--- src/rtl/psum_pkg.sv ---
// rtl/psum_pkg.sv - shared widths, state enum and saturating accumulate for psum_acc_requant
package psum_pkg;

  localparam int PSUM_W = 16;
  localparam int ACC_W  = 24;
  localparam int OUT_W  = 8;
  localparam int N_OUT  = 9;
  localparam int CH_W   = 8;

  localparam logic [3:0] TILE_LAST = 4'd8;

  typedef enum logic [1:0] {
    IDLE  = 2'd0,
    ACC   = 2'd1,
    DRAIN = 2'd2
  } state_e;

  // Add a sign-extended partial sum to an accumulator, clamping instead of wrapping.
  function automatic logic signed [ACC_W-1:0] sat_add(
    input logic signed [ACC_W-1:0]  a,
    input logic signed [PSUM_W-1:0] b
  );
    logic signed [ACC_W:0] s;
    s = {a[ACC_W-1], a} + {{(ACC_W-PSUM_W+1){b[PSUM_W-1]}}, b};
    if (s[ACC_W] != s[ACC_W-1]) begin
      // Overflow: the extra top bit holds the true sign.
      sat_add = s[ACC_W] ? {1'b1, {(ACC_W-1){1'b0}}} : {1'b0, {(ACC_W-1){1'b1}}};
    end else begin
      sat_add = s[ACC_W-1:0];
    end
  endfunction

endpackage

--- src/rtl/psum_requant.sv ---
// rtl/psum_requant.sv - bias, rounding shift, optional ReLU (PSUM_RELU_EN) and output saturation
module psum_requant
  import psum_pkg::*;
(
  input  logic [ACC_W-1:0]  acc_in,
  input  logic [PSUM_W-1:0] bias_in,
  input  logic [3:0]        shift_in,
  output logic [OUT_W-1:0]  out_data
);

  // One extra bit of headroom so bias and rounding never wrap.
  localparam logic signed [ACC_W:0] U_MAX = (ACC_W+1)'((1 << OUT_W) - 1);
  localparam logic signed [ACC_W:0] S_MAX = (ACC_W+1)'((1 << (OUT_W-1)) - 1);
  localparam logic signed [ACC_W:0] S_MIN = (ACC_W+1)'(-(1 << (OUT_W-1)));

  logic signed [ACC_W:0] y_sum;
  logic signed [ACC_W:0] y_rnd;
  logic signed [ACC_W:0] y_shf;

  // Bias, round-half-up, arithmetic shift, then clamp to the output range.
  always_comb begin
    y_sum = {acc_in[ACC_W-1], acc_in} + {{(ACC_W-PSUM_W+1){bias_in[PSUM_W-1]}}, bias_in};
    if (shift_in != 4'd0) begin
      y_rnd = y_sum + ((ACC_W+1)'(1) << (shift_in - 4'd1));
    end else begin
      y_rnd = y_sum;
    end
    y_shf = y_rnd >>> shift_in;
`ifdef PSUM_RELU_EN
    if (y_shf[ACC_W]) begin
      out_data = '0;
    end else if (y_shf > U_MAX) begin
      out_data = '1;
    end else begin
      out_data = y_shf[OUT_W-1:0];
    end
`else
    if (y_shf > S_MAX) begin
      out_data = S_MAX[OUT_W-1:0];
    end else if (y_shf < S_MIN) begin
      out_data = S_MIN[OUT_W-1:0];
    end else begin
      out_data = y_shf[OUT_W-1:0];
    end
`endif
  end

endmodule

--- src/rtl/psum_acc_requant.sv ---
// rtl/psum_acc_requant.sv - accumulate 3x3 psum tiles over channels, requantise (PSUM_RELU_EN selects ReLU) and stream out
module psum_acc_requant
  import psum_pkg::*;
(
  input  logic                    clk,
  input  logic                    rst,
  input  logic [CH_W-1:0]         cfg_num_ch,
  input  logic [3:0]              cfg_shift,
  input  logic [PSUM_W-1:0]       bias_in,
  input  logic                    psum_valid,
  output logic                    psum_ready,
  input  logic [N_OUT*PSUM_W-1:0] psum_in_flat,
  output logic                    out_valid,
  input  logic                    out_ready,
  output logic [OUT_W-1:0]        out_data,
  output logic [3:0]              out_idx,
  output logic                    out_last,
  output logic                    busy
);

  state_e                  state_q, state_d;
  logic [CH_W-1:0]         ch_cnt_q, ch_cnt_d;
  logic [CH_W-1:0]         num_ch_q, num_ch_d;
  logic [3:0]              shift_q, shift_d;
  logic [PSUM_W-1:0]       bias_q, bias_d;
  logic [3:0]              idx_q, idx_d;
  logic signed [ACC_W-1:0] acc_q [N_OUT];
  logic signed [ACC_W-1:0] acc_d [N_OUT];

  logic            accept;
  logic [CH_W-1:0] num_ch_eff;

  assign psum_ready = !rst && (state_q != DRAIN);
  assign accept     = psum_valid && psum_ready;
  assign num_ch_eff = (cfg_num_ch == '0) ? CH_W'(1) : cfg_num_ch;
  assign out_valid  = (state_q == DRAIN);
  assign out_idx    = idx_q;
  assign out_last   = out_valid && (idx_q == TILE_LAST);
  assign busy       = (state_q != IDLE);

  // Next-state: load on the first channel, saturating add on the rest, then drain 9 results.
  always_comb begin
    state_d  = state_q;
    ch_cnt_d = ch_cnt_q;
    num_ch_d = num_ch_q;
    shift_d  = shift_q;
    bias_d   = bias_q;
    idx_d    = idx_q;
    acc_d    = acc_q;
    case (state_q)
      IDLE: begin
        if (accept) begin
          for (int k = 0; k < N_OUT; k++) begin
            acc_d[k] = {{(ACC_W-PSUM_W){psum_in_flat[k*PSUM_W+PSUM_W-1]}},
                        psum_in_flat[k*PSUM_W +: PSUM_W]};
          end
          ch_cnt_d = CH_W'(1);
          num_ch_d = num_ch_eff;
          shift_d  = cfg_shift;
          bias_d   = bias_in;
          state_d  = (num_ch_eff <= CH_W'(1)) ? DRAIN : ACC;
        end
      end
      ACC: begin
        if (accept) begin
          for (int k = 0; k < N_OUT; k++) begin
            acc_d[k] = sat_add(acc_q[k], psum_in_flat[k*PSUM_W +: PSUM_W]);
          end
          ch_cnt_d = ch_cnt_q + CH_W'(1);
          if (ch_cnt_q + CH_W'(1) == num_ch_q) begin
            state_d = DRAIN;
          end
        end
      end
      DRAIN: begin
        if (out_ready) begin
          if (idx_q == TILE_LAST) begin
            idx_d   = 4'd0;
            state_d = IDLE;
          end else begin
            idx_d = idx_q + 4'd1;
          end
        end
      end
      default: state_d = IDLE;
    endcase
  end

  // State and datapath registers; reset drops any partial tile.
  always_ff @(posedge clk) begin
    if (rst) begin
      state_q  <= IDLE;
      ch_cnt_q <= '0;
      num_ch_q <= '0;
      shift_q  <= '0;
      bias_q   <= '0;
      idx_q    <= '0;
      for (int k = 0; k < N_OUT; k++) acc_q[k] <= '0;
    end else begin
      state_q  <= state_d;
      ch_cnt_q <= ch_cnt_d;
      num_ch_q <= num_ch_d;
      shift_q  <= shift_d;
      bias_q   <= bias_d;
      idx_q    <= idx_d;
      acc_q    <= acc_d;
    end
  end

  psum_requant u_requant (
    .acc_in   (acc_q[idx_q]),
    .bias_in  (bias_q),
    .shift_in (shift_q),
    .out_data (out_data)
  );

endmodule
--- config.mk ---
export PLATFORM = sky130hd
export DESIGN_NAME = psum_acc_requant
export DESIGN_NICKNAME = d
export VERILOG_FILES = /design/src/rtl/psum_pkg.sv /design/src/rtl/psum_requant.sv /design/src/rtl/psum_acc_requant.sv
export SDC_FILE = /design/constraint.sdc
export NUM_CORES = 1
export LEC_CHECK = 0
export ABC_AREA = 0
export CORE_UTILIZATION = 50
export CTS_CLUSTER_SIZE = 28
export DETAILED_ROUTE_END_ITERATION = 8
export GPL_TIMING_DRIVEN = 1
export HOLD_SLACK_MARGIN = 0.1
export PLACE_DENSITY = 0.8
export SLEW_MARGIN = 0
export SYNTH_ARGS = -nofsm -noshare
export SYNTH_HDL_FRONTEND = slang
export SYNTH_SLANG_ARGS = --single-unit
export TNS_END_PERCENT = 20
--- constraint.sdc ---
create_clock -name clk -period 9.9 [get_ports clk]
set_input_delay 1.485 -clock clk [delete_from_list [all_inputs] [get_ports clk]]
set_output_delay 1.485 -clock clk [all_outputs]
set_load 0.01 [all_outputs]
==> metrics.md <==
| Metric | Value |
|---|---|
| Status | completed |
| Final Hold Viols | 0 |
| Final cycle utilization of the critical path | 96.2% |
| Placer Congestion | 0.987 |
| Share of post-route cells with drive strength above 1 | 6.84% |
| Clk slew on worst S/H paths | roughly 0.060 ns |
| Min Hold Slack | 0.477 ns |
| Die area | 53500 sq um |
| IO Port Bufs | 191 |
| Std-Cell Rows | 83 |
| Number of global-route vias before repair | 24900 |
| Reg2reg start | acc_q[145]$_SDFFE_PP0P_ |
| Synthesized flop and latch total | 258 |
| H-tree depth | 1 |
| Setup Skew | 0.0216 ns |
| Pin count of the biggest net entering global routing | 92 |
| Avg Cell Area, Syn | ~7.6 sq um |
| Cts hold-fix bufs | 0 |
| Clock root buffer | clkbuf_16 |
| Crit path DAT | 8.04 ns |
| Dpl ws | 0.713 ns |
| Die Span X | between 200 and 250 um |
| Dpl hpwl | around 65000 um |
| CTS tree | yes |
| First-pass GRT wire length | 135000 um |
| Most frequent cells in the layout | 428 x nand2_1, 409 x a21oi_1, 275 x ha_1 |
| Max IR drop VDD | 0.146 mV |
| Commonest non-fill, non-tap cell in the layout | nand2_1 |
| Hold Startpoint | num_ch_q[3]$_SDFFE_PP0P_ |
| DRT iter0 DRCs | 2937 |
| WHS Path Cells | 2 |
| Slowest cell on the critical path | dfxtp_4 |
| Drt total wl | between 80000 and 90000 um |
| DR vias | 27000 |
| Setup crit start kind | flip-flop |
| Placed instance area | ~29000 sq um |
| Routed vias/inst | 6.36 |
| Seq/Total Area, Yosys | between 15 and 20% |
| Grt total ovfl | 0 |
| # DRC | 0 |
| Crit end category | output pin |
| Worst Path Class, Setup | reg -> out |
| Length of the first detailed-routing pass in iterations | 6 |
| CTS Buf Count | 31 |
| Clk Latency, worst-skew pair | 0.62 ns |
| Synthesized Nets | 3914 |
| Mapped Cells | 3452 |
| Required time worst endpoint | 8.42 ns |
| Core Area | roughly 52000 sq um |
| Critical Path Max Stage Delay | 0.66 ns |
| Total of max-cap violations | 0 |
| Wire length per cell | 20.4 um |
| Post-synth EDFFs | 0 |
| Antenna violations before repair | 5 |
| All-layer global routing usage | 31.5% |
| Synth Warn # | 0 |
| Clock buffer depth | 3 |
| Max Slew Vio Count | 0 |
| Starting density of the core | 50.9% |
| Static Leak | 12.6 nW |
| Clk sinks | between 200 and 300 |
| Fin crit period | 9.52 ns |
| Fmax | between 0.1 and 0.15 GHz |
| Layout area overhead | 13.6% |
| Async SR Flop Fraction | 0% |
| Worst r2r dst | acc_q[156]$_SDFFE_PP0P_ |
| Cell area after layout | 29800 sq um |
| Routed Antenna Nets | 0 |
| Worst R2R Setup Slack | 3.71 ns |
| I/O pins | roughly 190 |
| Cell variety after synth | 96 |
| Hold EP | num_ch_q[3]$_SDFFE_PP0P_ |
| # nets final | between 4000 and 5000 |
| R2R cell count | 18 |
| Worst Slack Setup Final | 0.378 ns |
| Synth Cell Area | 26300 sq um |
| Slew HR | 22.3% |
| Pwr/cell area | 141 nW/um^2 |
| Final setup violation count | 0 |
| Die Y | between 200 and 250 um |
| Top_reg_cell synth | dfxtp_1 |
| Slew @ Worst Pin | about 1.2 ns |
| Filler Cell Count | 4686 |
| Critical path fanouts, max | 38 |
| Hold Crit Class | reg -> reg |
per-layer routing:
metal  vias to the layer above  track usage, %  routed length (um)
met5                         -               0                  30
met4                         4            13.8                4320
met3                       238            5.87                8580
met2                      1241            50.3               38200
met1                     12600            41.4               35400
li1                      12900               -                   -
cell families after synthesis:
family,count (synthesis),share of synthesized area [%]
buffers and inverters,294,4.22
AND/OR/NAND/NOR,1077,18.7
XOR/XNOR,199,6.66
AO/OA/AOI/OAI,1232,30.2
multiplexers,106,6.58
flip-flops,258,19.7
adder cells (fa/ha/maj),286,13.9
area by class of cell:
type                            instances  area [sq um]  share of cell area, %
Timing Repair Buffer                  227          2210                   7.39
Antenna cell                            3          7.51                 0.0251
Clock inverter                         15           181                  0.608
Sequential cell                       258          5170                   17.3
Multi-Input combinational cell       2900         20100                   67.2
Tap cell                              680           851                   2.85
Inverter                              125           469                   1.57
Clock buffer                           42           897                   3.01
synth_stat cells, drive strengths merged (40+ instances only):
cell type / number / area share, %
dfxtp: 258 / 20
a211oi: 44 / 1.3
clkbuf: 150 / 2.1
nor2b: 47 / 1.1
nor3: 80 / 1.5
inv: 123 / 1.8
nand2b: 40 / 0.95
xor2: 72 / 2.4
mux4: 53 / 4.5
a221oi: 46 / 1.5
xnor2: 127 / 4.2
a21boi: 55 / 1.6
a21oi: 410 / 7.8
a21o: 83 / 2.4
ha: 275 / 13
a31oi: 43 / 1.0
nand2: 428 / 6.1
o21ai: 276 / 5.3
nor2: 270 / 3.9
mux2i: 50 / 1.9
nand3: 59 / 1.1
per-stage QoR:
| stage | power (W) | std cells | TNS (ns) | utilization [%] |
|---|---|---|---|---|
| 4_1_cts | 0.00418 | 4242 | 0 | 57.7 |
| 2_1_floorplan | 0.00247 | 3452 | 0 | - |
| 3_3_place_gp | 0.00294 | 4185 | 0 | 55.6 |
| 3_5_place_dp | 0.00296 | 4185 | 0 | 55.6 |
| 6_report | 0.00422 | 4250 | 0 | 57.8 |
| 5_1_grt | 0.00445 | 4248 | -0.0196 | 57.8 |
power breakdown:
part / leakage [nW] / internal (W) / switching, W
registers: 2.12 / 0.00113 / 0.000125
clock network: 0.532 / 0.000714 / 0.000515
logic: 9.91 / 0.000727 / 0.00102
total: 12.6 / 0.00257 / 0.00166
registers in the layout (all words and copies together) (netlist names):
register,cells
num_ch_q,8
state_q,2
acc_q,216
ch_cnt_q,8
out_idx,4
shift_q,4
bias_q,16
how the worst max path moves through the flow:
stage | startpoint | endpoint | slack [ns] | depth (start not counted)
after floorplan | out_idx[0]$_SDFFE_PP0P_ | out_data[0] | 1.60 | 28
after global placement | out_idx[1]$_SDFFE_PP0P_ | out_data[5] | 0.86 | 26
after detailed placement | out_idx[1]$_SDFFE_PP0P_ | out_data[5] | 0.71 | 26
after CTS | out_idx[1]$_SDFFE_PP0P_ | out_data[5] | 0.04 | 26
after global routing | out_idx[0]$_SDFFE_PP0P_ | out_data[5] | -0.02 | 29
final | out_idx[1]$_SDFFE_PP0P_ | out_data[5] | 0.38 | 26
timing repair:
item / CTS / global route
resized for setup: 0 / 7
endpoints found under the setup margin: 0 / 7
setup buffers: 0 / 5
worst max-delay path: cells and delay by family (launching register included):
family | cells | cell delay (ns)
fa+ha+maj | 2 | 0.77
mux | 4 | 1.10
simple gates | 6 | 1.79
buf+inv | 2 | 0.90
compound gates | 12 | 2.15
flops | 1 | 0.66
Power figures use the tool's default switching activity.
